==> src/rtl/gray_rx_tracker.sv <==
// gray_rx_tracker
//   Consumer end of a Gray-coded count link. Each Valid sample is decoded to
//   binary and checked against the last accepted value. Only a repeat (stall)
//   or a +1 step (modulo 2^WIDTH) is legal. Every max->0 step counts as a wrap.
//   Any other step latches Error and drops lock until Resync or Reset.
//
// Ports
//   Clk        in   rising-edge clock
//   Reset      in   synchronous, active-high; clears all state
//   Valid      in   GrayIn is sampled on this cycle
//   GrayIn     in   [WIDTH-1:0] Gray-coded count from the transmitter
//   Resync     in   drop lock and re-acquire on the next Valid
//   Binary     out  [WIDTH-1:0] decoded value of the last accepted sample
//   Locked     out  a reference value is held and steps are being checked
//   Wrap       out  one-cycle pulse on an accepted max->0 step
//   Overflow   out  sticky, set on the first wrap
//   WrapCount  out  [CNT_W-1:0] number of wraps, saturating
//   Error      out  sticky, set on any illegal step
module gray_rx_tracker #(
  parameter int WIDTH = 3,
  parameter int CNT_W = 8
) (
  input  logic             Clk,
  input  logic             Reset,
  input  logic             Valid,
  input  logic [WIDTH-1:0] GrayIn,
  input  logic             Resync,
  output logic [WIDTH-1:0] Binary,
  output logic             Locked,
  output logic             Wrap,
  output logic             Overflow,
  output logic [CNT_W-1:0] WrapCount,
  output logic             Error
);

  typedef enum logic [1:0] {
    ST_IDLE  = 2'd0,
    ST_TRACK = 2'd1,
    ST_FAULT = 2'd2
  } state_e;

  // Gray to binary: each binary bit is the XOR of all Gray bits at or above it.
  function automatic logic [WIDTH-1:0] gray_to_bin(input logic [WIDTH-1:0] g);
    logic [WIDTH-1:0] b;
    b[WIDTH-1] = g[WIDTH-1];
    for (int i = WIDTH - 2; i >= 0; i--) begin
      b[i] = b[i+1] ^ g[i];
    end
    return b;
  endfunction

  state_e           state_q, state_d;
  logic [WIDTH-1:0] binary_q, binary_d;
  logic             locked_q, locked_d;
  logic             wrap_q, wrap_d;
  logic             overflow_q, overflow_d;
  logic [CNT_W-1:0] wrap_cnt_q, wrap_cnt_d;
  logic             error_q, error_d;

  logic [WIDTH-1:0] dec_s;
  logic [WIDTH-1:0] succ_s;
  logic             at_max_s;
  logic             cnt_sat_s;

  assign dec_s     = gray_to_bin(GrayIn);
  // Natural truncation to WIDTH bits gives the modulo-2^WIDTH successor.
  assign succ_s    = binary_q + WIDTH'(1'b1);
  assign at_max_s  = (binary_q == {WIDTH{1'b1}});
  assign cnt_sat_s = (wrap_cnt_q == {CNT_W{1'b1}});

  // Next-state and next-output logic for the tracking FSM.
  always_comb begin
    state_d    = state_q;
    binary_d   = binary_q;
    locked_d   = locked_q;
    wrap_d     = 1'b0;
    overflow_d = overflow_q;
    wrap_cnt_d = wrap_cnt_q;
    error_d    = error_q;

    if (Resync) begin
      // Sticky flags and Binary survive a resync; any sample this cycle is dropped.
      state_d  = ST_IDLE;
      locked_d = 1'b0;
    end else begin
      case (state_q)
        ST_IDLE: begin
          if (Valid) begin
            // First sample only establishes the reference: no step check, no wrap.
            binary_d = dec_s;
            locked_d = 1'b1;
            state_d  = ST_TRACK;
          end else begin
            state_d = ST_IDLE;
          end
        end

        ST_TRACK: begin
          if (Valid) begin
            if (dec_s == binary_q) begin
              // Stall: transmitter has not advanced yet.
              state_d = ST_TRACK;
            end else if (dec_s == succ_s) begin
              binary_d = dec_s;
              if (at_max_s) begin
                wrap_d     = 1'b1;
                overflow_d = 1'b1;
                if (!cnt_sat_s) begin
                  wrap_cnt_d = wrap_cnt_q + CNT_W'(1'b1);
                end else begin
                  wrap_cnt_d = wrap_cnt_q;
                end
              end else begin
                wrap_d = 1'b0;
              end
            end else begin
              // Skip, backward or multi-bit change: keep the last good value.
              error_d  = 1'b1;
              locked_d = 1'b0;
              state_d  = ST_FAULT;
            end
          end else begin
            state_d = ST_TRACK;
          end
        end

        ST_FAULT: begin
          locked_d = 1'b0;
          state_d  = ST_FAULT;
        end

        default: begin
          state_d  = ST_IDLE;
          locked_d = 1'b0;
        end
      endcase
    end
  end

  // State and output registers with synchronous reset.
  always_ff @(posedge Clk) begin
    if (Reset) begin
      state_q    <= ST_IDLE;
      binary_q   <= {WIDTH{1'b0}};
      locked_q   <= 1'b0;
      wrap_q     <= 1'b0;
      overflow_q <= 1'b0;
      wrap_cnt_q <= {CNT_W{1'b0}};
      error_q    <= 1'b0;
    end else begin
      state_q    <= state_d;
      binary_q   <= binary_d;
      locked_q   <= locked_d;
      wrap_q     <= wrap_d;
      overflow_q <= overflow_d;
      wrap_cnt_q <= wrap_cnt_d;
      error_q    <= error_d;
    end
  end

  assign Binary    = binary_q;
  assign Locked    = locked_q;
  assign Wrap      = wrap_q;
  assign Overflow  = overflow_q;
  assign WrapCount = wrap_cnt_q;
  assign Error     = error_q;

endmodule

==> config.mk <==
export PLATFORM = sky130hd
export DESIGN_NAME = gray_rx_tracker
export DESIGN_NICKNAME = d
export VERILOG_FILES = /design/src/rtl/gray_rx_tracker.sv
export SDC_FILE = /design/constraint.sdc
export NUM_CORES = 1
export LEC_CHECK = 0
export ABC_AREA = 1
export CAP_MARGIN = 30
export CORE_MARGIN = 3
export CORE_UTILIZATION = 45
export CTS_CLUSTER_SIZE = 20
export DETAILED_ROUTE_END_ITERATION = 8
export HOLD_SLACK_MARGIN = 0.03
export PLACE_DENSITY_LB_ADDON = 0.2
export RECOVER_POWER = 25
export SLEW_MARGIN = 20
export SYNTH_ARGS = -nofsm -noshare
export SYNTH_HDL_FRONTEND = slang
export SYNTH_SLANG_ARGS = --single-unit
export TNS_END_PERCENT = 100
==> constraint.sdc <==
create_clock -name Clk -period 2.25 [get_ports Clk]
set_input_delay 0.225 -clock Clk [delete_from_list [all_inputs] [get_ports Clk]]
set_output_delay 0.225 -clock Clk [all_outputs]
set_load 0.1 [all_outputs]
==> Word level (Yosys, flattened, before mapping) <==
Index checks and enable logic that the tools add are counted.
{ "word_totals": {"input_bits": 7, "output_inout_bits": 15, "regBits": 17, "word_cells": 54} }
{ "classes": {"muxes": 16, "reduce_logical": 9, "bitwise_logic": 8, "add_sub_neg": 2, "n_eq_ne": 12} }
{ "op_table": {"columns": ["op", "count"], "rows": [
  ["$mux W3", 4],
  ["$reduce_and A6 Y1", 2],
  ["$ne A2 B2 Y1 const B", 5],
  ["$add A8 B1 Y8 const B", 1],
  ["$eq A8 B8 Y1 const B", 1],
  ["$reduce_and A7 Y1", 1],
  ["$eq A3 B3 Y1", 2],
  ["$mux W1", 6],
  ["$mux W2", 3],
  ["$not A1 Y1", 6],
  ["$pmux W2 S3", 1],
  ["$pmux W3 S2", 1],
  ["$reduce_or A6 Y1", 1],
  ["$reduce_and A5 Y1", 1],
  ["$ne A4 B4 Y1 const B", 1],
  ["$reduce_and A4 Y1", 1],
  ["$add A3 B1 Y3 const B", 1],
  ["$eq A3 B3 Y1 const B", 1],
  ["$eq A2 B1 Y1 const B", 1],
  ["$eq A2 B2 Y1 const B", 1],
  ["$logic_not A2 Y1", 1],
  ["$pmux W1 S2", 1],
  ["$reduce_bool A2 Y1", 1],
  ["$reduce_or A2 Y1", 1],
  ["$xor A1 B1 Y1", 2]
]} }

==> Longest topological paths before layout <==
Gate-level depths: netlist (run 1).
{ "logic_depth": {"ltp_word": 7, "ltp_mapped": 13, "depth_no_buf": 12} }

==> Worst setup path after synthesis (run 1) <==
No wires, ideal clock.
{ "synth_path": {"path_kind": "register -> register", "startpoint": "reg binary_q[1], in the netlist Binary[1]", "endpoint": "reg wrap_cnt_q[0], in the netlist WrapCount[0]", "synth_period_minus_slack_ps": 2465, "required_time_ps": 2133, "arrival_time_ps": 2348, "setup_slack_ps": -215, "stages_incl_launch_ff": 10, "path_buffers": 0, "path_cell_list": "dfxtp_1 > ha_1 > ha_1 > xor2_1 > nor2_8 > nand4_4 > nor2_4 > nand2_1 > nand2_1 > nor2_1"} }
{ "synth_via": {"elab_chain_cells": 3} }
{ "synth_lines": {"columns": ["element", "line_no", "rtl"], "rows": [
  ["start: declaration", "53", "logic [WIDTH-1:0] binary_q, binary_d;"],
  ["start signal: assignment", "144", "binary_q <= {WIDTH{1'b0}};"],
  ["start signal: assignment", "152", "binary_q <= binary_d;"],
  ["$add A3 B1 Y3 / $eq A3 B3 Y1 (equally long branches)", "67, 100", null],
  ["$eq A3 B3 Y1 / $not A1 Y1 (equally long branches)", null, null],
  ["$reduce_and A7 Y1 (no line) *", null, null],
  ["end signal: assignment", "148", "wrap_cnt_q <= {CNT_W{1'b0}};"],
  ["end signal: assignment", "156", "wrap_cnt_q <= wrap_cnt_d;"],
  ["end: declaration", "57", "logic [CNT_W-1:0] wrap_cnt_q, wrap_cnt_d;"]
]} }
Every way passes the cells marked *; elsewhere a longest branch is shown, timed or not.
A chain may end at the register's enable or synchronous reset.

==> Worst setup path in the final report (run 1) <==
{ "layout_path": {"startpoint": "reg binary_q[0], in the netlist Binary[0]", "endpoint": "reg binary_q[2], in the netlist Binary[2]"} }
{ "layout_via": {"elab_chain_cells": 4} }
{ "layout_lines": {"columns": ["element", "line_no", "rtl"], "rows": [
  ["$add A3 B1 Y3", "67", "assign succ_s = binary_q + WIDTH'(1'b1);"],
  ["$eq A3 B3 Y1", "103", "end else if (dec_s == succ_s) begin"],
  ["$ne A2 B2 Y1 (no line)", null, null],
  ["$reduce_and A6 Y1 (no line) *", null, null]
]} }
Marked as above.

==> results by group, run 1 <==
STA
  • Setup Viol. Count Final: 0
  • Final hold viol count: 0
  • Worst slew margin: 22.5%
  • RSZ-0062 raised after global routing: no
  • Fmax: 0.544 GHz
  • Final Critical Period: 1.84 ns
  • Worst Tran Pin Value: 1.17 ns
  • Setup TNS: 0 ns
  • Final Worst Setup Slack: 0.411 ns
  • Worst Hold Margin: 0.464 ns
  • Max-slew violation count: 0
  • Clock Skew: 0.00962 ns
  • Final period util: 81.7%

Worst setup path
  • Maximum fanout along the worst path: 6
  • Critical Path End Type: flip-flop
  • Critical Path RT: 2.47 ns
  • CP startpoint kind: flip-flop
  • Worst EP arrival: 2.06 ns
  • Crit path kind: reg -> reg

Floorplanning
  • Core Region: 0.00234 sq mm
  • Die Span X: 56.9 um
  • Initial Util: 49.8%
  • Std cell rows: 17
  • Die area: 0.00324 sq mm
  • IO Count: 22
  • Chip height: 56.9 um

Final layout
  • Layout area overhead: 16.8%
  • Final Cell Area: 0.00136 sq mm
  • Most common cell after layout, fill and taps aside: nand2_1
  • Util after Layout: 58.2%
  • Layout cells sized above 1: 25.7%
  • Ant diodes: 0
  • # nets final: 178
  • Layout fillers: 220
  • Most frequent cells in the layout: nand2_1 (22), nand3_1 (18), dfxtp_1 (12), inv_1 (11), a21oi_1 (9)
  • Reg area: 347 sq um
  • Fin cells: 195
  • Multi-input logic area: 758 sq um

Logic synthesis
  • Netlist Area Pre-Place: 0.00117 sq mm
  • Register area share after synthesis: 29.2%
  • Post-Syn Area per Cell: 8.10 sq um
  • Syn Nets: 154
  • Synth Flop Type: dfxtp_1
  • Synth async-reset ratio: 0%
  • Synth Instances: 144
  • Number of flops mapped to enable cells by yosys: 0
  • Yosys warning count: 0
  • Yosys cell types: 29
  • Register bit total from synthesis: 17

Power
  • P_leak: 0.578 nW
  • Final total power: 0.658 mW
  • VDD IR max: 0.322 mV
  • Cell Pwr Density: 483 mW/mm^2

Global route
  • Initial antenna violation count: 0
  • First-pass GRT wire length: 4.08 mm
  • GRT Util Overall: 15.4%
  • Vias in the first global route: 924
  • Total grt overflow: 0
  • Largest net degree at the start of global routing: 11

Run status
  • Status: finished clean

Drt
  • Average routed wire per standard cell: 11.8 um
  • Routed Antenna Nets: 0
  • Via count: 1,022
  • Drt drc: 0
  • Initial detailed-routing violation count: 15
  • Vias per cell: 5.24
  • Drt pass-1 iters: 4
  • Routed wire length: 2.30 mm

Clocking
  • Sink Count: 17
  • Root Driver: clkbuf_4
  • CTS HTree Levels: 1
  • Clk_lat worst skew: 0.30 ns
  • CTS Buf Count: 3
  • Bufs on Longest Clock Path: 2
  • CTS tree: yes
  • Hold_buf cts: 0
  • Postcts setup bufs: 0
  • Post-cts resize count: 0
  • CTS clk-pin slew, worst paths: 0.11 ns

Place
  • Port Buf Inserts: 21
  • GP Congestion: 0.797
  • Placed Instances: 191
  • Dpl cell area: 0.00137 sq mm
  • Setup WS pre-CTS: 0.253 ns
  • Placed wire-length estimate: 1.81 mm

Flow run
  • Max Cap Viol: 0

Hold path
  • Hold WC Path Type: reg -> reg
-- per-layer routing --
metal / GRT usage [%] / share of wire, % / vias up
li1: - / - / 536
met1: 22.0 / 50 / 469
met2: 23.0 / 45 / 15
met3: 5.52 / 4.7 / 2
met4: 1.99 / 0.39 / 0
met5: 0 / 0 / -
-- Yosys cell counts (all sizes together) (2+ instances only) --
library cell | instances | area share [%]
a21oi | 10 | 5.3
a31oi | 2 | 1.1
dfxtp | 17 | 29
ha | 3 | 3.2
inv | 13 | 4.2
nand2 | 33 | 16
nand3 | 22 | 12
nand4 | 6 | 4.5
nor2 | 14 | 11
o21ai | 10 | 4.6
xnor2 | 3 | 2.3
xor2 | 5 | 3.8
-- area by class of cell --
type,count,share of cell area [%]
clock buffers,3,1.65
clock inverters,1,0.367
inverters,14,3.86
multi-input cells,111,55.6
flip-flops and latches,17,25.4
well taps,28,2.57
repair buffers,21,10.5
-- power breakdown --
group          switching [mW]  total (mW)  internal (mW)
logic                   0.124       0.177         0.0530
clock network           0.102       0.168         0.0662
registers             0.00625       0.313          0.307
-- registers in the layout, indices dropped and copies added (netlist names) --
register,cells
Binary,3
Error,1
Locked,1
Overflow,1
Wrap,1
WrapCount,8
state_q,2
-- cells by family (layout without fill, tap and decap cells) --
logic type	count (synthesis)	after routing	share of synthesized area (%)
xor+xnor	8	8	6.01
flops	17	17	29.2
buf+inv	16	39	5.79
fa+ha+maj	3	3	3.22
compound gates	24	24	12.3
simple gates	76	76	43.5
-- critical path, stage by stage (launching register included) --
cell and delay [ns]:
dfxtp_2 0.37, ha_1 0.21, ha_1 0.29, xor2_1 0.36, nor2_8 0.09, nand2_2 0.09
nand2_2 0.08, nand3_1 0.10, nand2_1 0.06, a21oi_1 0.11
-- final timing paths --
path | start | to | slack [ns] | cells after the start
max | Binary[0]$_SDFFE_PP0P_ | Binary[2]$_SDFFE_PP0P_ | 0.41 | 9
min | Overflow$_SDFFE_PP0P_ | Overflow$_SDFFE_PP0P_ | 0.46 | 2
max reg2reg | Binary[0]$_SDFFE_PP0P_ | Binary[2]$_SDFFE_PP0P_ | 0.41 | 9
min reg2reg | Overflow$_SDFFE_PP0P_ | Overflow$_SDFFE_PP0P_ | 0.46 | 2
Note: power is estimated with default switching activity, not from simulation.
==> run 2, diff against run 1 <==
- clock period: 2.25 -> 1.5 ns (I/O delays scaled with it)
==> run 2 against run 1 <==
Compared with the run above: the run now ends with negative setup slack left; critical path type unchanged; critical endpoint is now WrapCount[0]$_SDFFE_PP0P_; clock skew is 0.0043 ns lower; total power up 61%; sequential share of layout area is 4.9 points lower; core utilization rose by 18 points; combinational power is 98% higher; via count rose by 15%; clock-buffer cell count grew 1; setup slack worse by 0.61 ns.
==> results by group, run 2 (same netlist as run 1, synthesis figures left out) <==
Run status
  • Status: complete, but fails checks
  • Failing checks: negative setup slack

Clocking
  • Hold_buf cts: 0
  • Bufs on Longest Clock Path: 2
  • Clk_lat worst skew: 0.29 ns
  • Root Driver: clkbuf_4
  • CTS tree: yes
  • CTS Buf Count: 3
  • CTS clk-pin slew, worst paths: 0.10 ns
  • CTS HTree Levels: 1
  • Sink Count: 17

Global route
  • Vias in the first global route: 1,169
  • Met1 Use GR: 25.5%
  • Total grt overflow: 0
  • GRT busiest layer: met2
  • Largest net degree at the start of global routing: 10
  • Met2 Usage GRT: 31.3%
  • GRT Util Overall: 19.5%
  • First-pass GRT wire length: 5.10 mm
  • Met3 Use GR: 5.06%
  • Initial antenna violation count: 0

Final layout
  • Layout area overhead: 53.4%
  • Most frequent cells in the layout: nand2_1 (22), buf_4 (16), buf_12 (13), nand3_1 (12), inv_1 (11)
  • Largest register FFs: 8
  • Layout fillers: 166
  • # nets final: 194
  • Layout cells sized above 1: 48.1%
  • Ant diodes: 0
  • Util after Layout: 76.5%
  • Final Cell Area: 0.00179 sq mm
  • Most common cell after layout, fill and taps aside: nand2_1

Place
  • GP Congestion: 0.824
  • Setup WS pre-CTS: -0.379 ns
  • Dpl cell area: 0.00171 sq mm
  • Placed wire-length estimate: 2.26 mm
  • Port Buf Inserts: 21

Worst setup path
  • Worst Reg-to-Reg Cells: 9
  • Maximum fanout along the worst path: 8
  • Worst EP arrival: 1.89 ns
  • FF-to-FF End: WrapCount[0]$_SDFFE_PP0P_
  • Critical Path End Type: flip-flop
  • CP startpoint kind: flip-flop
  • R2R setup slack: -0.20 ns
  • Crit path kind: reg -> reg
  • FF-to-FF Start: Binary[1]$_SDFFE_PP0P_
  • Critical Path RT: 1.69 ns

Drt
  • Vias per cell: 5.57
  • Initial detailed-routing violation count: 31
  • Via count: 1,176
  • Drt pass-1 iters: 4
  • Average routed wire per standard cell: 15.0 um
  • Drt drc: 0
  • Routed Antenna Nets: 0
  • Routed wire length: 3.17 mm

STA
  • Fmax: 0.589 GHz
  • Clock Skew: 0.00529 ns
  • Worst Tran Pin Value: 0.542 ns
  • Final Worst Setup Slack: -0.197 ns
  • Final Critical Period: 1.70 ns
  • Setup Viol. Count Final: 16
  • Worst slew margin: 64.0%
  • Setup TNS: -1.90 ns
  • Worst Hold Margin: 0.472 ns
  • Final period util: 113%
  • Final hold viol count: 0
  • Max-slew violation count: 0
  • RSZ-0062 raised after global routing: yes

Hold path
  • Cell depth of the worst min-delay path: 2
  • Hold_sp: Error$_SDFFE_PP0P_
  • Hold worst-path end: Error$_SDFFE_PP0P_
  • Hold WC Path Type: reg -> reg

Power
  • Cell Pwr Density: 592 mW/mm^2
  • Switching Share: 34.6%
  • Clock network power share: 23.2%
  • Sw Pwr: 0.366 mW
  • Comb pwr share: 33.1%
  • Sequential power share: 43.7%
  • Int Pwr: 0.693 mW
  • VDD IR max: 0.659 mV
  • P_leak: 0.734 nW

Floorplanning
  • Die area: 0.00324 sq mm
  • Chip height: 56.9 um
  • Initial Util: 49.8%
  • Die Span X: 56.9 um
  • Core Region: 0.00234 sq mm
  • Std cell rows: 17
  • IO Count: 22

Flow run
  • Max Cap Viol: 0
==> run 2: worst max-delay path: stages (launching register included) <==
cell and delay, ns:
dfxtp_4 0.37, ha_4 0.16, ha_4 0.23, xor2_4 0.20, nor2_8 0.13, nand4_4 0.18, nor2_4 0.17, nand2_1 0.07
nand2_1 0.06, nor2_1 0.04
==> run 2: how the worst max path moves through the flow <==
stage | from | to | cells past startpoint
detailed placement | GrayIn[2] | WrapCount[0]$_SDFFE_PP0P_ | 12
finish | Binary[1]$_SDFFE_PP0P_ | WrapCount[0]$_SDFFE_PP0P_ | 9
global route | Binary[1]$_SDFFE_PP0P_ | WrapCount[0]$_SDFFE_PP0P_ | 9
floorplan | Binary[1]$_SDFFE_PP0P_ | WrapCount[0]$_SDFFE_PP0P_ | 9
CTS | Binary[1]$_SDFFE_PP0P_ | WrapCount[0]$_SDFFE_PP0P_ | 9
global placement | GrayIn[2] | WrapCount[0]$_SDFFE_PP0P_ | 10
==> run 2: layer usage <==
| layer | vias up | part of all wire, % |
|---|---|---|
| met1 | 550 | 43 |
| met2 | 53 | 50 |
| met4 | 0 | 1.1 |
| met5 | - | 0 |
| met3 | 6 | 6.0 |
| li1 | 567 | - |
==> run 2: metrics by stage <==
| step | cells | power, mW |
|---|---|---|
| 5_1_grt | 211 | 1.11 |
| 4_1_cts | 210 | 1.06 |
| 2_1_floorplan | 144 | 0.702 |
| 6_report | 211 | 1.06 |
| 3_3_place_gp | 205 | 0.796 |
| 3_5_place_dp | 205 | 0.804 |
==> run 2: final cells by class <==
class	count	area [sq um]	area share, %
Tap cell	28	35.0	1.96
Multi-Input combinational cell	111	858	48.0
Timing Repair Buffer	37	450	25.2
Inverter	14	52.6	2.94
Sequential cell	17	367	20.5
Clock buffer	4	26.3	1.47
==> run 2: what timing repair did <==
item	CTS	global route
pin swaps	7	5
gates resized for setup	5	9
setup endpoints to repair	16	17
gates cloned	0	0
buffers inserted	1	1
==> run 2: power by group through the flow <==
stage | Sequential [mW] | Clock (mW) | Combinational (mW)
floorplan | 0.523 | 0 | 0.179
detailed placement | 0.473 | 0 | 0.331
global placement | 0.473 | 0 | 0.323
global route | 0.464 | 0.275 | 0.372
finish | 0.463 | 0.246 | 0.350
CTS | 0.463 | 0.251 | 0.342
==> run 3, diff against run 2 <==
- MAX_ROUTING_LAYER: not set -> met4
- SKIP_LAST_GASP: not set -> 1
==> run 3 against run 2 <==
Compared with the run above: the flow still finishes with violations (negative setup slack); wire length down 2.8%; sequential power hardly changed; cell count stayed put; critical path type unchanged.
==> results by group, run 3 (same netlist as run 1, synthesis figures left out) <==
Run status
  • Status: complete, but fails checks
  • Failing checks: negative setup slack

STA
  • Clock Skew: 0.00553 ns
  • Final period util: 112%
  • Setup TNS: -1.85 ns
  • Setup Viol. Count Final: 16
  • Worst Tran Pin Value: 0.542 ns
  • Final Critical Period: 1.69 ns
  • Final hold viol count: 0
  • RSZ-0062 raised after global routing: yes
  • Worst slew margin: 64.0%
  • Final Worst Setup Slack: -0.186 ns
  • Max-slew violation count: 0
  • Fmax: 0.593 GHz

Power
  • Cell Pwr Density: 591 mW/mm^2
  • VDD IR max: 0.555 mV
  • P_leak: 0.734 nW

Floorplanning
  • Die Span X: 56.9 um
  • Die area: 0.00324 sq mm
  • Chip height: 56.9 um
  • IO Count: 22
  • Std cell rows: 17
  • Core Region: 0.00234 sq mm
  • Initial Util: 49.8%

Hold path
  • Cell depth of the worst min-delay path: 2
  • Hold WC Path Type: reg -> reg
  • Hold_sp: Error$_SDFFE_PP0P_
  • Hold worst-path end: Error$_SDFFE_PP0P_

Place
  • Placed wire-length estimate: 2.26 mm
  • GP Congestion: 0.837
  • Port Buf Inserts: 21
  • Placed Instances: 205

Worst setup path
  • Critical Path End Type: flip-flop
  • Worst EP arrival: 1.88 ns
  • Worst Reg-to-Reg Cells: 9
  • Maximum fanout along the worst path: 8
  • Crit path kind: reg -> reg
  • Critical Path RT: 1.69 ns
  • FF-to-FF Start: Binary[1]$_SDFFE_PP0P_
  • CP startpoint kind: flip-flop
  • R2R setup slack: -0.19 ns
  • FF-to-FF End: WrapCount[0]$_SDFFE_PP0P_

Clocking
  • Bufs on Longest Clock Path: 2
  • CTS Buf Count: 3
  • Root Driver: clkbuf_4
  • CTS HTree Levels: 1
  • Clk_lat worst skew: 0.29 ns
  • CTS tree: yes
  • CTS clk-pin slew, worst paths: 0.10 ns
  • Hold_buf cts: 0
  • Sink Count: 17

Drt
  • Drt pass-1 iters: 4
  • Vias per cell: 5.45
  • Met2 WL post-DR: 1.54 mm
  • Wl on met1: 1.30 mm
  • Max layer used: met4
  • Met3 Routed Length: 188 um
  • Routed Antenna Nets: 0
  • Via count: 1,150
  • Drt drc: 0
  • Initial detailed-routing violation count: 50
  • Routed wire length: 3.08 mm
  • Average routed wire per standard cell: 14.6 um

Final layout
  • # nets final: 194
  • Layout fillers: 166
  • Largest register FFs: 8
  • Most common cell after layout, fill and taps aside: nand2_1
  • Fin cells: 211
  • Ant diodes: 0
  • Util after Layout: 76.3%
  • Most frequent cells in the layout: nand2_1 (22), buf_4 (16), nand3_1 (13), buf_12 (13), inv_1 (11)
  • Layout area overhead: 53.0%
  • Layout cells sized above 1: 47.5%

Global route
  • Largest net degree at the start of global routing: 10
  • First-pass GRT wire length: 5.10 mm
  • Initial antenna violation count: 0
  • GRT Util Overall: 20.0%
  • Total grt overflow: 0
  • Vias in the first global route: 1,169

Flow run
  • Max Cap Viol: 0
run 3: changes by cell type in the layout (fill, tap and decap cells not counted):
cell	previous run	this run
nand3_2	9	8
nand3_1	12	13
run 3: worst max path at each step:
stage,start,to,slack (ns),depth (start not counted)
after CTS,Binary[1]$_SDFFE_PP0P_,WrapCount[0]$_SDFFE_PP0P_,-0.17,9
after floorplan,Binary[1]$_SDFFE_PP0P_,WrapCount[0]$_SDFFE_PP0P_,-0.32,9
after detailed placement,GrayIn[2],WrapCount[0]$_SDFFE_PP0P_,-0.38,12
final,Binary[1]$_SDFFE_PP0P_,WrapCount[0]$_SDFFE_PP0P_,-0.19,9
after global placement,GrayIn[2],WrapCount[0]$_SDFFE_PP0P_,-0.27,10
after global routing,Binary[1]$_SDFFE_PP0P_,WrapCount[0]$_SDFFE_PP0P_,-0.26,9
run 3: where the power goes:
part           switching (mW)  internal, mW  total, mW
combinational           0.213         0.135      0.348
sequential            0.00879         0.454      0.463
clock                   0.140         0.103      0.244
run 3: worst max-delay path, stage by stage (launching register included):
cell and delay (ns):
dfxtp_4 0.37, ha_4 0.16, ha_4 0.23, xor2_4 0.20, nor2_8 0.13, nand4_4 0.18, nor2_4 0.17, nand2_1 0.07
nand2_1 0.06, nor2_1 0.04
run 3: routing by layer:
| layer | vias to the layer above | GRT usage, % |
|---|---|---|
| met3 | 8 | 5.06 |
| met1 | 536 | 25.5 |
| li1 | 563 | - |
| met4 | 0 | 5.63 |
| met2 | 43 | 31.3 |
| met5 | - | - |
run 3: final cells by class:
type                            count  area [sq um]  share of cell area [%]
Timing Repair Buffer               37           450                    25.2
Sequential cell                    17           367                    20.5
Multi-Input combinational cell    111           853                    47.8
Inverter                           14          52.6                    2.95
Tap cell                           28          35.0                    1.96
Clock buffer                        4          26.3                    1.47
run 3: through the flow:
step	hold WS (ns)	power, mW	instance area (sq um)	worst slack (ns)
2_1_floorplan	0.331	0.702	1230	-0.318
3_3_place_gp	0.454	0.796	1710	-0.271
3_5_place_dp	0.467	0.804	1710	-0.379
4_1_cts	0.480	1.06	1770	-0.165
5_1_grt	0.499	1.11	1780	-0.261
6_report	0.471	1.05	1780	-0.186
run 3: what timing repair did:
item	CTS	global route
gates cloned	0	0
resized for setup	5	8
buffers inserted	1	1
pin swaps	6	6
setup endpoints to repair	16	17
